`src/rtl/spi_pkg.sv`:
```
//==============================================================================
// spi_pkg : shared constants for the SPI responder            rev 1.0
//==============================================================================
`default_nettype none

package spi_pkg;
  localparam int         BITCNT_W        = 3;
  localparam int         SYNC_STAGES_DEF = 2;
  localparam logic [7:0] IDLE_BYTE_DEF   = 8'hFF;
endpackage

`default_nettype wire

```
`src/rtl/sync_edge.sv`:
```
//==============================================================================
// sync_edge : multi-flop synchronizer with rise/fall detect     rev 1.0
//==============================================================================
`default_nettype none

module sync_edge #(
  parameter int   STAGES  = 2,
  parameter logic RST_VAL = 1'b0
) (
  input  logic clk,
  input  logic rst_n,
  input  logic d,
  output logic q,
  output logic rise,
  output logic fall
);

  // chain[STAGES-1] is the synchronized level, chain[STAGES] its history.
  logic [STAGES:0] chain;

  always_ff @(posedge clk or negedge rst_n) begin
    if (!rst_n) chain <= {(STAGES + 1){RST_VAL}};
    else        chain <= {chain[STAGES-1:0], d};
  end

  assign q    = chain[STAGES-1];
  assign rise = chain[STAGES-1] & ~chain[STAGES];
  assign fall = ~chain[STAGES-1] & chain[STAGES];

endmodule

`default_nettype wire

```
`src/rtl/spi_target.sv`:
```
//==============================================================================
// spi_target : oversampled SPI responder, mode 0/3, one-deep TX hold  rev 1.0
//==============================================================================
`default_nettype none

module spi_target
  import spi_pkg::*;
#(
  parameter int         SYNC_STAGES = SYNC_STAGES_DEF,
  parameter logic [7:0] IDLE_BYTE   = IDLE_BYTE_DEF
) (
  input  logic       CLK,
  input  logic       nRST,
  input  logic       SCK,
  input  logic       MOSI,
  input  logic       nSS,
  output logic       MISO,
  output logic       MISO_OE,
  input  logic [7:0] tx_data,
  input  logic       tx_valid,
  output logic       tx_ready,
  output logic       tx_underrun,
  output logic [7:0] rx_data,
  output logic       rx_valid,
  output logic       sel_start,
  output logic       sel_end,
  output logic       active
);

  logic sck_level, sck_rise, sck_fall;
  logic mosi_level, mosi_rise, mosi_fall;
  logic nss_level, nss_rise, nss_fall;

  sync_edge #(.STAGES(SYNC_STAGES), .RST_VAL(1'b0)) u_sync_sck (
    .clk(CLK), .rst_n(nRST), .d(SCK), .q(sck_level), .rise(sck_rise), .fall(sck_fall)
  );
  sync_edge #(.STAGES(SYNC_STAGES), .RST_VAL(1'b0)) u_sync_mosi (
    .clk(CLK), .rst_n(nRST), .d(MOSI), .q(mosi_level), .rise(mosi_rise), .fall(mosi_fall)
  );
  sync_edge #(.STAGES(SYNC_STAGES), .RST_VAL(1'b1)) u_sync_nss (
    .clk(CLK), .rst_n(nRST), .d(nSS), .q(nss_level), .rise(nss_rise), .fall(nss_fall)
  );

  logic unused_sync;
  assign unused_sync = sck_level ^ mosi_rise ^ mosi_fall ^ nss_level;

  logic [BITCNT_W-1:0] bitcnt;
  logic [7:0]          rx_shift, tx_shift, hold;
  logic                hold_full, fresh;
  logic                load_now;
  logic [7:0]          load_byte;

  // fresh suppresses the mode-3 leading fall so a select consumes hold only once.
  always_comb begin
    load_now  = 1'b0;
    load_byte = hold_full ? hold : IDLE_BYTE;
    if (nss_fall)
      load_now = 1'b1;
    else if (active && !nss_rise && sck_fall && (bitcnt == '0) && !fresh)
      load_now = 1'b1;
  end

  always_ff @(posedge CLK or negedge nRST) begin
    if (!nRST) begin
      bitcnt      <= '0;
      rx_shift    <= 8'h00;
      tx_shift    <= 8'hFF;
      hold        <= 8'h00;
      hold_full   <= 1'b0;
      fresh       <= 1'b0;
      rx_data     <= 8'h00;
      rx_valid    <= 1'b0;
      tx_underrun <= 1'b0;
      sel_start   <= 1'b0;
      sel_end     <= 1'b0;
      active      <= 1'b0;
    end else begin
      rx_valid    <= 1'b0;
      sel_start   <= 1'b0;
      sel_end     <= 1'b0;
      tx_underrun <= load_now && !hold_full;

      if (load_now) hold_full <= 1'b0;
      // A handshake coinciding with a load lands after the load took the old content.
      if (tx_valid && !hold_full) begin
        hold      <= tx_data;
        hold_full <= 1'b1;
      end

      if (nss_fall) begin
        active    <= 1'b1;
        sel_start <= 1'b1;
        bitcnt    <= '0;
        fresh     <= 1'b1;
        tx_shift  <= load_byte;
      end else if (nss_rise) begin
        active  <= 1'b0;
        sel_end <= 1'b1;
        bitcnt  <= '0;
        fresh   <= 1'b0;
      end else if (active) begin
        if (sck_rise) begin
          rx_shift <= {rx_shift[6:0], mosi_level};
          bitcnt   <= bitcnt + 1'b1;
          fresh    <= 1'b0;
          if (bitcnt == '1) begin
            rx_data  <= {rx_shift[6:0], mosi_level};
            rx_valid <= 1'b1;
          end
        end else if (sck_fall) begin
          if (bitcnt == '0) begin
            if (!fresh) tx_shift <= load_byte;
          end else begin
            tx_shift <= {tx_shift[6:0], 1'b1};
          end
        end
      end
    end
  end

  assign MISO     = tx_shift[7];
  assign MISO_OE  = active;
  assign tx_ready = !hold_full;

endmodule

`default_nettype wire

```
`config.mk`:
```
export PLATFORM = sky130hd
export DESIGN_NAME = spi_target
export DESIGN_NICKNAME = d
export VERILOG_FILES = /design/src/rtl/spi_pkg.sv /design/src/rtl/sync_edge.sv /design/src/rtl/spi_target.sv
export SDC_FILE = /design/constraint.sdc
export NUM_CORES = 1
export LEC_CHECK = 0
export CORE_MARGIN = 2
export CORE_UTILIZATION = 45
export CTS_BUF_LIST = sky130_fd_sc_hd__clkbuf_4 sky130_fd_sc_hd__clkbuf_8 sky130_fd_sc_hd__clkbuf_16
export DETAILED_ROUTE_END_ITERATION = 10
export MAX_ROUTING_LAYER = met4
export PLACE_DENSITY = 0.76
export SKIP_CTS_REPAIR_TIMING = 1
export SLEW_MARGIN = 20
export SYNTH_ARGS = -nofsm -noshare
export SYNTH_HDL_FRONTEND = slang
export SYNTH_SLANG_ARGS = --single-unit
```
`constraint.sdc`:
```
create_clock -name CLK -period 1.6 [get_ports CLK]
set_input_delay 0.16 -clock CLK [delete_from_list [all_inputs] [get_ports CLK]]
set_output_delay 0.16 -clock CLK [all_outputs]
set_load 0.01 [all_outputs]
```
==> out/qor.yml <==
final_hold_viol_count: 0
yosysTopAreaCell: "dfrtp_1"
critical_path_class: "flop to output pin"
ir_drop_mv: 0.621
cpPeakStageDelay_ns: 0.54
critPathCaptureType: "output pin"
die_w_um: 70.8
place_area_um2: 2390
clock_power_share_pct: 25.6
clkSlewWorstSetupHoldPaths_ns: 0.08
worstMarginPinSlew_ns: 0.451
clkLatencyLatePin_ns: 0.30
slew_headroom_pct: 69.9
status: "finished clean"
dieArea_um2: 5010
antenna_found_initial: 0
crit_chain: "clkdlybuf4s50_1"
drive_gt1_share_pct: 31.9
power.total_mw: 3.02
synth_top_area_share_pct: 47.4
gpl.final_weighted_congestion: 0.814
yosysSeqAreaShare_pct: 61.8
setup_viol: 0
crit_arrival_ns: 1.36
placed_cells: 227
sw_frac_of_total_pct: 25.2
final_antenna_net_count: 0
cpLargestDelayFamily: "flip-flops"
place_ws_ns: -0.0191
diodes: 0
netlist_instances: 145
period_share_pct: 94.9
report.final.slew_viol_count: 0
holdCritPathClass: "primary input to flop"
synth_area_leaders: "dfrtp_1 47%, dfstp_2 14%, mux2_2 13%"
grt.total_usage_pct: 15.2
io_pins: 30
routed.top_layer: "met4"
final_area_um2: 2530
vias_per_cell: 5.09
dr.pass1.iters: 4
clkSinkCount: 49
cts_buffer_depth: 2
drt_iter0_markers: 65
wl_met1_mm: 1.38
wl_mm: 3.37
grt_overflow: 0
start_util_pct: 46.4
ys.warnings.count: 0
vias: 1206
power_frac_seq_pct: 54.8
cp_slowest_cell: "dfstp_2"
power_frac_comb_pct: 19.6
cts_tree: "done"
cts_root_buffer: "clkbuf_8"
fp.coreArea_um2: 4320
fp-row-count: 24
postLayoutCoreUtil_pct: 58.4
grt_pass1_wl_mm: 5.71
p_leak_nw: 1.14
switching_power_uw: 761
min_period_ns: 1.52
cts_buffers: 5
startpoint_type: "flop"
wl_per_cell_um: 14.2
fillCellCount: 370
ys_ff_latch: 49
regArea_um2: 1240
crit_required_ns: 1.44
max_cap_viol_count: 0
dr_wl_met2_mm: 1.76
fin_nets: 203
fin_worst_skew_ns: 0.00512
grt_start_max_net_pins: 32
crit_fanout: 2
fmax_mhz: 659
h-tree-depth: 2
power_density_nw_per_um2: 1200
die_height_um: 70.8
synth_cell_type_count: 30
syn2layout_area_growth_pct: 26.0
syn_nets: 164
hpwl_mm: 2.50
fin_ws_ns: 0.0821
met3_length_um: 160
multi_input_area_um2: 718
fin_cells: 237
syn_area_per_cell_um2: 13.8
io_buffers: 29
grt_pass1_vias: 1228
syn_area_um2: 2010
path_buf_inv: 1
p_int_mw: 2.26
drc: 0
-- cell usage in the layout (no fill, tap or decap), types with 3 or more instances in the layout --
master / n
nor2_1: 3
nand2_1: 9
clkbuf_8: 7
nand2b_1: 7
dfrtp_1: 38
nor3_1: 5
o21ai_1: 3
mux2i_1: 8
ha_1: 4
dfstp_2: 11
buf_4: 6
inv_1: 6
mux2_2: 24
o21ai_0: 5
clkdlybuf4s50_1: 28
-- state kept, by name (all words and copies together) (netlist names) --
register,flops
rx_data,8
tx_underrun,1
fresh,1
rx_valid,1
MISO_OE,1
bitcnt,3
hold,8
u_sync_mosi.chain,2
hold_full,1
u_sync_sck.chain,3
sel_end,1
sel_start,1
tx_shift,8
u_sync_nss.chain,3
rx_shift,7
-- worst paths after layout --
| check | depth (start not counted) | to | slack, ns | from |
|---|---|---|---|---|
| worst max-delay path | 1 | MISO | 0.08 | tx_shift[7] |
| worst min-delay path | 1 | u_sync_nss.chain[0] | 0.26 | nSS |
| worst max register to register | 7 | tx_shift[5] | 0.09 | u_sync_nss.chain[1] |
| worst min register to register | 0 | u_sync_sck.chain[1] | 0.35 | u_sync_sck.chain[0] |
| max in group asynchronous | 3 | u_sync_nss.chain[1] | 0.69 | nRST |
| min in group asynchronous | 2 | hold[0] | 0.33 | nRST |
-- metal layers --
metal	vias up	global-route usage [%]
li1	572	-
met1	600	18.1
met2	26	24.8
met3	8	4.56
met4	0	5.03
met5	-	-
-- stage by stage --
step	setup TNS, ns	hold slack, ns
2_1_floorplan	0	-0.136
3_3_place_gp	0	0.126
3_5_place_dp	-0.113	0.131
4_1_cts	-0.370	-0.196
5_1_grt	-0.00774	0.265
6_report	0	0.262
-- power groups by stage --
stage / clock network [mW] / logic (mW) / registers (mW)
final: 0.774 / 0.593 / 1.66
after CTS: 0.802 / 0.591 / 1.66
after global placement: 0 / 0.559 / 1.67
after global routing: 0.849 / 0.661 / 1.70
after floorplan: 0 / 0.377 / 1.65
after detailed placement: 0 / 0.589 / 1.69
-- worst reg2reg max path: cells and delay by family, from the launching register on --
family / cells / cell delay, ns
AND/OR/NAND/NOR: 2 / 0.26
AO/OA/AOI/OAI: 2 / 0.20
buffers and inverters: 2 / 0.24
flip-flops: 1 / 0.55
adder cells (fa/ha/maj): 1 / 0.19
-- cell usage after synthesis (all sizes together) --
cell / number
a21o: 1
a21oi: 1
a31o: 1
a31oi: 1
and3b: 2
buf: 5
clkbuf: 1
dfrtp: 38
dfstp: 11
ha: 5
inv: 6
mux2: 24
mux2i: 8
nand2: 10
nand2b: 7
nand3: 1
nand3b: 1
nand4bb: 1
nor2: 4
nor2b: 2
nor3: 5
o211ai: 1
o21ai: 8
xnor2: 1
-- final cells by class --
class	count	share of cell area [%]
clock inverters	1	0.198
clock buffers	7	3.81
repair buffers	38	15.0
flip-flops and latches	49	49.1
inverters	6	0.891
multi-input cells	84	28.4
well taps	52	2.57
-- cells by family (layout without fill, tap and decap cells) --
kind of cell	Yosys count	in the layout	synth area share (%)
xor+xnor	1	1	0.437
fa+ha+maj	5	5	3.12
compound gates	13	13	3.99
buf+inv	12	52	3.24
flops	49	49	61.8
simple gates	33	33	9.92
mux	32	32	17.5
No activity file was read; power rests on OpenSTA's default activity.
